[src/rtl/cr_ram_rd_stream_if.sv]
// RAM read port plus output stream of the read sequencer.
// master = sequencer side, slave = RAM/consumer side.
interface cr_ram_rd_stream_if #(
  parameter int pWidth    = 8,
  parameter int pAddrSize = 4
);
  logic                 RdEn;
  logic [pAddrSize-1:0] RdAddr;
  logic [pWidth-1:0]    RdData;
  logic                 OutValid;
  logic                 OutReady;
  logic [pWidth-1:0]    OutData;
  logic                 OutLast;

  modport master (
    output RdEn, RdAddr, OutValid, OutData, OutLast,
    input  RdData, OutReady
  );

  modport slave (
    input  RdEn, RdAddr, OutValid, OutData, OutLast,
    output RdData, OutReady
  );
endinterface

[src/rtl/cr_ram_rd_stream.sv]
// Streams Length consecutive words out of a 1-cycle-latency synchronous RAM
// onto a valid/ready port, with a 2-entry buffer covering latency and stalls.
module cr_ram_rd_stream #(
  parameter int pWidth    = 8,
  parameter int pAddrSize = 4
) (
  input  logic                 Clk,
  input  logic                 RstN,
  input  logic                 Start,
  input  logic [pAddrSize-1:0] BaseAddr,
  input  logic [pAddrSize:0]   Length,
  output logic                 Busy,
  output logic                 Done,
  cr_ram_rd_stream_if.master   bus
);

  typedef enum logic [1:0] {
    IDLE = 2'd0,
    RUN  = 2'd1,
    FIN  = 2'd2
  } state_t;

  localparam logic [pAddrSize:0] kOne = (pAddrSize + 1)'(1);

  state_t               state_q, state_d;
  logic [pAddrSize-1:0] addr_q, addr_d;
  logic [pAddrSize:0]   rem_issue_q, rem_issue_d;
  logic [pAddrSize:0]   rem_out_q, rem_out_d;
  logic                 inflight_q, inflight_d;
  logic [1:0]           occ_q, occ_d;
  logic [pWidth-1:0]    buf0_q, buf0_d;
  logic [pWidth-1:0]    buf1_q, buf1_d;
  logic                 busy_q, busy_d;
  logic                 done_q, done_d;

  logic                 pop;
  logic                 issue;
  logic [2:0]           backlog;
  logic [1:0]           occ_after_pop;

  // Backlog counts buffered words plus the read in flight, net of this cycle's pop;
  // a new read is only allowed if its data is guaranteed a free buffer slot.
  always_comb begin
    pop     = (occ_q != 2'd0) && bus.OutReady;
    backlog = {1'b0, occ_q} + {2'b00, inflight_q} - {2'b00, pop};
    issue   = (state_q == RUN) && (rem_issue_q != '0) && (backlog < 3'd2);
  end

  always_comb begin
    state_d       = state_q;
    addr_d        = addr_q;
    rem_issue_d   = rem_issue_q;
    rem_out_d     = rem_out_q;
    inflight_d    = issue;
    occ_after_pop = occ_q - {1'b0, pop};
    buf0_d        = pop ? buf1_q : buf0_q;
    buf1_d        = buf1_q;
    occ_d         = occ_after_pop;

    if (inflight_q) begin
      if (occ_after_pop == 2'd0) begin
        buf0_d = bus.RdData;
      end else begin
        buf1_d = bus.RdData;
      end
      occ_d = occ_after_pop + 2'd1;
    end

    if (issue) begin
      addr_d      = addr_q + 1'b1;
      rem_issue_d = rem_issue_q - kOne;
    end

    if (pop) begin
      rem_out_d = rem_out_q - kOne;
    end

    case (state_q)
      IDLE: begin
        if (Start) begin
          addr_d      = BaseAddr;
          rem_issue_d = Length;
          rem_out_d   = Length;
          state_d     = (Length != '0) ? RUN : FIN;
        end
      end
      RUN: begin
        if (pop && (rem_out_q == kOne)) begin
          state_d = FIN;
        end
      end
      FIN: begin
        state_d = IDLE;
      end
      default: begin
        state_d = IDLE;
      end
    endcase

    busy_d = (state_d == RUN);
    done_d = (state_d == FIN);
  end

  always_ff @(posedge Clk or negedge RstN) begin
    if (!RstN) begin
      state_q     <= IDLE;
      addr_q      <= '0;
      rem_issue_q <= '0;
      rem_out_q   <= '0;
      inflight_q  <= 1'b0;
      occ_q       <= 2'd0;
      buf0_q      <= '0;
      buf1_q      <= '0;
      busy_q      <= 1'b0;
      done_q      <= 1'b0;
    end else begin
      state_q     <= state_d;
      addr_q      <= addr_d;
      rem_issue_q <= rem_issue_d;
      rem_out_q   <= rem_out_d;
      inflight_q  <= inflight_d;
      occ_q       <= occ_d;
      buf0_q      <= buf0_d;
      buf1_q      <= buf1_d;
      busy_q      <= busy_d;
      done_q      <= done_d;
    end
  end

  assign bus.RdEn     = issue;
  assign bus.RdAddr   = addr_q;
  assign bus.OutValid = (occ_q != 2'd0);
  assign bus.OutData  = buf0_q;
  assign bus.OutLast  = (occ_q != 2'd0) && (rem_out_q == kOne);
  assign Busy         = busy_q;
  assign Done         = done_q;

endmodule

[src/flat_wrapper.sv]
// flat-port wrapper written by rule: the top's interface ports become plain ports
module cr_ram_rd_stream_flat 
#(
  parameter int pWidth    = 8,
  parameter int pAddrSize = 4
)
  (Clk, RstN, Start, BaseAddr, Length, Busy, Done, bus_RdEn, bus_RdAddr, bus_OutValid, bus_OutData, bus_OutLast, bus_RdData, bus_OutReady);
  cr_ram_rd_stream_if #(.pWidth(pWidth), .pAddrSize(pAddrSize)) bus_i ();
  input  logic Clk;
  input  logic RstN;
  input  logic Start;
  input  logic [pAddrSize-1:0] BaseAddr;
  input  logic [pAddrSize:0] Length;
  output logic Busy;
  output logic Done;
  output wire logic [$bits(bus_i.RdEn)-1:0] bus_RdEn;
  output wire logic [$bits(bus_i.RdAddr)-1:0] bus_RdAddr;
  output wire logic [$bits(bus_i.OutValid)-1:0] bus_OutValid;
  output wire logic [$bits(bus_i.OutData)-1:0] bus_OutData;
  output wire logic [$bits(bus_i.OutLast)-1:0] bus_OutLast;
  input wire logic [$bits(bus_i.RdData)-1:0] bus_RdData;
  input wire logic [$bits(bus_i.OutReady)-1:0] bus_OutReady;
  assign bus_RdEn = bus_i.RdEn;
  assign bus_RdAddr = bus_i.RdAddr;
  assign bus_OutValid = bus_i.OutValid;
  assign bus_OutData = bus_i.OutData;
  assign bus_OutLast = bus_i.OutLast;
  assign bus_i.RdData = bus_RdData;
  assign bus_i.OutReady = bus_OutReady;
  cr_ram_rd_stream #(.pWidth(pWidth), .pAddrSize(pAddrSize)) u_core (.Clk(Clk), .RstN(RstN), .Start(Start), .BaseAddr(BaseAddr), .Length(Length), .Busy(Busy), .Done(Done), .bus(bus_i));
endmodule
[config.mk]
export PLATFORM = sky130hd
export DESIGN_NAME = cr_ram_rd_stream_flat
export DESIGN_NICKNAME = d
export VERILOG_FILES = /design/src/rtl/cr_ram_rd_stream_if.sv /design/src/rtl/cr_ram_rd_stream.sv /design/src/flat_wrapper.sv
export SDC_FILE = /design/constraint.sdc
export NUM_CORES = 1
export LEC_CHECK = 0
export ABC_AREA = 1
export CAP_MARGIN = 20
export CORE_MARGIN = 2
export CORE_UTILIZATION = 40
export CTS_CLUSTER_DIAMETER = 40
export DETAILED_ROUTE_END_ITERATION = 8
export SLEW_MARGIN = 20
export SYNTH_ARGS = -nofsm -noshare
export SYNTH_HDL_FRONTEND = slang
export SYNTH_SLANG_ARGS = --single-unit
[constraint.sdc]
create_clock -name Clk -period 4.1 [get_ports Clk]
set_input_delay 0.41 -clock Clk [delete_from_list [all_inputs] [get_ports Clk]]
set_output_delay 0.41 -clock Clk [all_outputs]
set_load 0.005 [all_outputs]
After elaboration in Yosys (flattened, before gate mapping)
Index checks and enable logic that the tools add are counted.

operators by class
  add/subtract/negate cells = 7
  multipliers = 0
  div/mod/pow operators = 0
  magnitude comparators = 1
  equal/unequal tests = 4
  shift-type cells = 0
  muxes and demuxes = 17
  bitwise logic cells = 1
  reduce and logical (&&, ||, !) cells = 11

operators with widths
  operator                                              count
  two-way mux 5 bit                                     6
  two-way mux 8 bit                                     3
  two-way mux 4 bit                                     3
  nonzero test 5 bit                                    2
  subtractor 5 x 1 -> 5 bit (second input constant)     2
  two-way mux 2 bit                                     4
  equality test 5 x 1 -> 1 bit (second input constant)  1
  logical AND 1 bit                                     5
  adder 4 x 1 -> 4 bit (second input constant)          1
  equality test 2 x 1 -> 1 bit (second input constant)  2
  zero test 2 bit                                       2
  one-hot mux 2 bit (2 select lines)                    1
  adder 2 x 1 -> 3 bit                                  1
  < comparator 3 x 2 -> 1 bit (second input constant)   1
  subtractor 3 x 1 -> 3 bit                             1
  adder 2 x 1 -> 2 bit (second input constant)          1
  equality test 2 bit (second input constant)           1
  AND reduction 2 bit                                   1
  nonzero test 2 bit                                    1
  subtractor 2 x 1 -> 2 bit                             1
  inverter 1 bit                                        1

word-level totals
  register bits = 37
  latch bits = 0
  bits in writable memories = 0
  bits in read-only memories = 0
  input bits = 21
  output and inout port bits = 17
  memories = 0

Logic depth before layout (Yosys ltp)
Gate-level depths: netlist of run 1.

  depth after elaboration = 8
  depth in mapped cells = 15

Worst setup path after synthesis of run 1
OpenSTA, ideal clock, no wires.

  path kind = flip-flop to flip-flop
  from = register u_core.occ_q[1]
  to = register u_core.rem_issue_q[3]
  data arrival time = 2109 ps
  slack = 1878 ps
  cell stages (with the launch flop) = 14
  path buffers = 0
  clock period less this slack = 2222 ps
  cell sequence = dfrtp_1 -> nor2_2 -> nor2_4 -> inv_1 -> nor2_1 -> o21ai_0 -> fa_1 -> nand3_1 -> nor2_4 -> nand2_2 -> nand2_1 -> nand3_1 -> nand2_1 -> inv_1

between the ends
  longest elaborated chain between the ends = 8
  elaborated cells on any way between the ends = 9

ends and longest elaborated chain
  element                                                       line                     text
  from (decl)                                                   cr_ram_rd_stream.sv:30   logic [1:0] occ_q, occ_d;
  from (signal assigned)                                        cr_ram_rd_stream.sv:111  occ_q <= 2'd0;
  from (signal assigned)                                        cr_ram_rd_stream.sv:122  occ_q <= occ_d;
  branches (longest 2 deep; another with adder 2 x 1 -> 3 bit)  --
  subtractor 3 x 1 -> 3 bit *                                   cr_ram_rd_stream.sv:45   backlog = {1'b0, occ_q} + {2'b00, inflight_q} - {2'b00, pop};
  < comparator 3 x 2 -> 1 bit *                                 cr_ram_rd_stream.sv:46   issue = (state_q == RUN) && (rem_issue_q != '0) && (backlog < 3'd2);
  logical AND 1 bit *                                           cr_ram_rd_stream.sv:46
  two-way mux 5 bit *                                           cr_ram_rd_stream.sv:69   if (issue) begin
  two-way mux 5 bit                                             cr_ram_rd_stream.sv:80   if (Start) begin
  two-way mux 5 bit *                                           cr_ram_rd_stream.sv:78   case (state_q)
  named net u_core.rem_issue_d[3]                               cr_ram_rd_stream.sv:27   logic [pAddrSize:0] rem_issue_q, rem_issue_d;
  to (signal assigned)                                          cr_ram_rd_stream.sv:119  rem_issue_q <= rem_issue_d;
  to (decl)                                                     cr_ram_rd_stream.sv:27

Mark *: on every way through the listed nets, which the timed path passes.
A chain may end at the register's enable or synchronous reset.

Worst setup path after layout of run 1
  from = input port bus_OutReady
  to = output port bus_RdEn

between the ends
  longest elaborated chain between the ends = 4

ends and longest elaborated chain
  element                      line                    text
  from (decl)                  flat_wrapper.sv:22      input wire logic [$bits(bus_i.OutReady)-1:0] bus_OutReady;
  logical AND 1 bit            cr_ram_rd_stream.sv:44  pop = (occ_q != 2'd0) && bus.OutReady;
  subtractor 3 x 1 -> 3 bit    cr_ram_rd_stream.sv:45
  < comparator 3 x 2 -> 1 bit  cr_ram_rd_stream.sv:46
  logical AND 1 bit            cr_ram_rd_stream.sv:46
  to (decl)                    flat_wrapper.sv:16      output wire logic [$bits(bus_i.RdEn)-1:0] bus_RdEn;

No other way between the ends.

==> results of run 1 <==
## cell families (layout without fill, tap and decap cells)
| logic type | Yosys count | after routing | share of synthesized area (%) |
|---|---|---|---|
| xor gates and xnor gates | 4 | 4 | 1.73 |
| and+or+nand+nor | 119 | 119 | 25.4 |
| DFF | 37 | 37 | 45.6 |
| AOI/OAI and AO/OA | 36 | 36 | 11.3 |
| buffers and inverters | 46 | 86 | 9.93 |
| adders and majority gates | 8 | 8 | 5.30 |
| muxes | 1 | 1 | 0.740 |
## layout by cell type, fill, tap and decap left out
| cell type | count |
|---|---|
| mux2_4 | 1 |
| inv_1 | 38 |
| nor2_4 | 2 |
| fa_1 | 1 |
| o211ai_1 | 1 |
| nor2_1 | 24 |
| nand2_2 | 1 |
| xnor2_1 | 3 |
| o22ai_1 | 8 |
| nor3_1 | 2 |
| dfrtp_1 | 37 |
| xor2_1 | 1 |
| a31oi_1 | 2 |
| clkbuf_8 | 5 |
| buf_4 | 2 |
| nand3_1 | 18 |
| nand3b_1 | 2 |
| nand3_2 | 1 |
| nand4_1 | 1 |
| clkinv_2 | 1 |
| o21ai_0 | 13 |
| a22o_1 | 2 |
| nor2_2 | 2 |
| a21oi_1 | 2 |
| buf_2 | 1 |
| ha_1 | 7 |
| inv_2 | 1 |
| or2_2 | 1 |
| clkdlybuf4s50_1 | 36 |
| nand2_1 | 64 |
| o21ai_1 | 1 |
| or2_1 | 1 |
| o21ai_2 | 7 |
| bufinv_16 | 2 |
## layer usage
metal,vias up,global-route usage (%),routed length [um]
li1,870,-,-
met1,786,23.6,2170
met2,32,26.3,1930
met3,6,5.76,186
met4,0,7.60,56
met5,-,0,0
## sequential cells by signal (all words and copies together) (netlist names)
signal	count
u_core.rem_out_q	5
u_core.inflight_q	1
u_core.state_q	2
u_core.occ_q	2
u_core.bus.OutData	8
u_core.Busy	1
u_core.Done	1
u_core.buf1_q	8
u_core.bus.RdAddr	4
u_core.rem_issue_q	5
## per-stage QoR
step / hold slack (ns) / setup WS, ns / total power, mW
CTS: 0.247 / 0.673 / 2.14
global route: 0.278 / 0.487 / 2.33
global placement: 0.467 / 0.766 / 1.73
finish: 0.212 / 0.713 / 2.12
floorplan: 0.114 / 1.88 / 1.41
detailed placement: 0.468 / 0.688 / 1.75
## power breakdown
part | leakage (nW) | total [mW] | internal (mW) | switching, mW
registers | 0.443 | 0.676 | 0.546 | 0.130
logic | 0.775 | 1.06 | 0.489 | 0.573
clock network | 0.0681 | 0.380 | 0.242 | 0.138
## area by class of cell
type,instances,area [um2]
Clock buffer,5,68.8
Clock inverter,3,65.1
Fill cell,470,2240
Inverter,39,146
Multi-Input combinational cell,168,902
Sequential cell,37,926
Tap cell,67,83.8
Timing Repair Buffer,39,380
## path summary, 6_finish.rpt
kind                                  startpoint                    end  slack [ns]  cells after the start
max in group asynchronous                   RstN   u_core.bus.RdAddr[2]        3.35                      1
min in group Clk                u_core.buf1_q[0]       u_core.buf1_q[0]        0.49                      2
worst max register to register   u_core.occ_q[1]   u_core.bus.RdAddr[2]        1.51                     14
worst max-delay path                bus_OutReady               bus_RdEn        0.71                     11
worst min-delay path                        RstN  u_core.bus.OutData[3]        0.21                      1
worst min register to register  u_core.buf1_q[0]       u_core.buf1_q[0]        0.49                      2
==> impl_metrics.tcl, run 1 <==
set metrics [dict create \
    hpwl_mm 3.06 \
    finalMaxSlewViolations 0 \
    cp.arrival_ns 2.98 \
    synth_top_area_share_pct 45.6 \
    hold_viol 0 \
    crit_slowest_cell "clkdlybuf4s50_1" \
    tns_ns 0 \
    final.setup_skew_ns 0.00415 \
    critPathRequiredTime_ns 3.69 \
    p_leak_nw 1.29 \
    wirelength_mm 4.34 \
    io_pins 38 \
    synthFlopType "dfrtp_1" \
    ctsHoldBuffers 0 \
    fin_crit_ns 3.39 \
    worstSetupStartpointType "primary input" \
    routedWlPerCell_um 12.1 \
    relSlewSlack_pct 43.1 \
    path_class "in2out" \
    antenna_found_initial 0 \
    power_density_nw_per_um2 823 \
    end_kind "output pin" \
    drive_gt1_share_pct 9.28 \
    status "completed" \
    rsz0062_at_grt "no" \
    post_cts.repair.setup_buffers 0 \
    ys_seq_area_share_pct 45.6 \
    cts_root_buf "clkbuf_8" \
    yosysUniqueCellTypes 31 \
    die_w_um 75.2 \
    drtAntennaViolNets 0 \
    syn_area_um2 2030 \
    dp.cells 350 \
    grt_overflow 0 \
    die_h_um 75.2 \
    ctsResizeCount 0 \
    clock-sinks 37 \
    start_util_pct 42.1 \
    ir_worst_vdd_mv 0.323 \
    critPathBufInv 5 \
    portBuffers 37 \
    cts-htree-levels 2 \
    final_area_um2 2570 \
    first_pass_iters 4 \
    synth_edf_count 0 \
    antennaDiodeCount 0 \
    cts.clk_slew.worst_paths_ns 0.08 \
    placed_area_um2 2440 \
    numCtsBuffers 5 \
    clock_latency_ns 0.30 \
    vias 1694 \
    hold_path_class "in2async" \
    finalSetupViolCount 0 \
    critical_path.top_delay_family "buffers and inverters" \
    synth_area_per_cell_um2 8.09 \
    nets 319 \
    synth_top_cell_by_area "dfrtp_1" \
    synth_cells 251 \
    cp_cell_sequence "clkdlybuf4s50_1 -> inv_1 -> nor2_4 -> inv_1 -> buf_4 -> nor2_1 -> o21ai_0 -> fa_1 -> nand3_1 -> nor2_2 -> clkdlybuf4s50_1" \
    max_slew.worst_pin.slew_ns 0.853 \
    gp_congestion 0.862 \
    fin_crit_sh_pct 82.6 \
    route.detailed.drc 0 \
    die_area_um2 5660 \
    slowest_delay_ns 0.56 \
    synth.area.top_cells "dfrtp_1, nand2_1, inv_1, nand3_1, nor2_1" \
    grt_pass1_vias 1589 \
    synthArstFlopShare_pct 100 \
    maxCapViolCount 0 \
    rows 25 \
    fmaxAchievable_mhz 295 \
    grt_pass1_wl_mm 7.43 \
    ys_ff_latch 37 \
    synth_fp_nets 280 \
    stdcell_count 358 \
    clockBufferDepth 2 \
    yosysMostFrequentCell "nand2_1" \
    synthToLayoutAreaGrowth_pct 26.8 \
    grt_max_degree 38 \
    netlist_top_cells_count "nand2_1, inv_1, dfrtp_1" \
    final_core_util_pct 53.4 \
    via_per_inst 4.73 \
    grtUsageTotal_pct 17.6 \
    crit_fanout 12 \
    drtIter0Drc 84 \
    yosys_warnings 0 \
    core_um2 4820 \
    cts_tree "yes" \
]
Note: power is estimated with default switching activity, not from simulation.
==> run 2: changes to the inputs <==
==> constraint.sdc (replaced) <==
create_clock -name Clk -period 3.3 [get_ports Clk]
set_input_delay 0.33 -clock Clk [delete_from_list [all_inputs] [get_ports Clk]]
set_output_delay 0.33 -clock Clk [all_outputs]
set_load 0.005 [all_outputs]
==> impl_metrics.tcl, run 2 (synthesized netlist as in run 1, its figures left out) <==
set metrics [dict create \
    final_area_um2 2540 \
    antenna_found_initial 0 \
    ir_worst_vdd_mv 0.409 \
    clock_latency_ns 0.29 \
    power_density_nw_per_um2 981 \
    crit_fanout 16 \
    status "completed" \
    numCtsBuffers 5 \
    ctsHoldBuffers 0 \
    die_h_um 75.2 \
    start_util_pct 42.1 \
    hold_path_class "in2async" \
    finalMaxSlewViolations 0 \
    fin_crit_ns 3.01 \
    path_class "reg2out" \
    relSlewSlack_pct 44.8 \
    grt_pass1_vias 1670 \
    portBuffers 37 \
    multiInputGateArea_um2 902 \
    core_um2 4820 \
    regArea_um2 926 \
    post_cts.repair.setup_buffers 0 \
    placed_area_um2 2450 \
    clockBufferDepth 2 \
    end_kind "output pin" \
    finalSetupViolCount 0 \
    nets 321 \
    fmaxAchievable_mhz 332 \
    gp_congestion 0.789 \
    rows 25 \
    grt_overflow 0 \
    rsz0062_at_grt "no" \
    synthToLayoutAreaGrowth_pct 25.2 \
    io_pins 38 \
    drtAntennaViolNets 0 \
    via_per_inst 4.70 \
    die_w_um 75.2 \
    critPathRequiredTime_ns 2.97 \
    cts.clk_slew.worst_paths_ns 0.08 \
    die_area_um2 5660 \
    ctsResizeCount 0 \
    cts-htree-levels 2 \
    cts_tree "yes" \
    cts_root_buf "clkbuf_8" \
    antennaDiodeCount 0 \
    routedWlPerCell_um 11.6 \
    wirelength_mm 4.19 \
    route.detailed.drc 0 \
    hold_viol 0 \
    grt_max_degree 38 \
    fill_cells 487 \
    most-common-layout-cells "nand2_1, inv_1, dfrtp_1" \
    drive_gt1_share_pct 9.56 \
    tns_ns 0 \
    final_common_cell "nand2_1" \
    power_mw 2.49 \
    p_leak_nw 1.26 \
    cp.arrival_ns 2.68 \
    fin_crit_sh_pct 91.2 \
    first_pass_iters 4 \
    vias 1692 \
    drtIter0Drc 54 \
    worstSetupStartpointType "register" \
    final.setup_skew_ns 0.00774 \
    max_slew.worst_pin.slew_ns 0.828 \
    grt_pass1_wl_mm 7.49 \
    clock-sinks 37 \
    maxCapViolCount 0 \
    hpwl_mm 3.04 \
    grtUsageTotal_pct 17.4 \
]
-- run 2: critical path, stage by stage (launching register included) --
cell and delay (ns):
dfrtp_1 0.46, nor2_2 0.22, nor2_4 0.04, buf_4 0.19
nor2_1 0.10, o21ai_0 0.12, fa_1 0.51, nand3_1 0.09
nor2_2 0.14, clkdlybuf4s50_1 0.51
-- run 2: through the flow --
stage | cells | hold WS [ns] | utilization (%) | worst slack [ns]
3_3_place_gp | 352 | 0.466 | 50.9 | 0.431
2_1_floorplan | 251 | 0.0344 | - | 1.08
5_1_grt | 360 | 0.199 | 52.8 | 0.114
6_report | 360 | 0.137 | 52.8 | 0.291
3_5_place_dp | 352 | 0.468 | 50.9 | 0.387
4_1_cts | 360 | 0.172 | 52.8 | 0.286
-- run 2: final timing paths --
check | start | end | slack, ns | depth (start not counted)
setup / recovery | u_core.occ_q[1] | bus_RdEn | 0.29 | 9
hold / removal | RstN | u_core.buf1_q[6] | 0.14 | 1
setup reg to reg | u_core.occ_q[1] | u_core.rem_issue_q[0] | 0.70 | 13
hold reg to reg | u_core.buf1_q[6] | u_core.buf1_q[6] | 0.48 | 2
max in group asynchronous | RstN | u_core.bus.RdAddr[2] | 2.64 | 1
min in group Clk | u_core.buf1_q[6] | u_core.buf1_q[6] | 0.48 | 2
-- run 2: routing by layer --
metal | vias to the layer above | global-route usage, % | share of wire (%)
met1 | 781 | 23.9 | 49
li1 | 875 | - | -
met2 | 34 | 27.3 | 46
met5 | - | 0 | 0
met3 | 2 | 4.42 | 4.3
met4 | 0 | 4.87 | 0.45
-- run 2: final cells by class --
type                            count  share of cell area (%)
Tap cell                           67                    3.30
Inverter                           39                    5.76
Clock buffer                        6                    2.86
Multi-Input combinational cell    168                    35.5
Sequential cell                    37                    36.4
Clock inverter                      2                   0.591
Timing Repair Buffer               41                    15.6
-- run 2: power by group --
| group | total, mW | switching [mW] | internal, mW |
|---|---|---|---|
| Combinational | 1.34 | 0.714 | 0.628 |
| Clock | 0.313 | 0.164 | 0.149 |
| Sequential | 0.839 | 0.161 | 0.678 |
| Total | 2.49 | 1.04 | 1.45 |
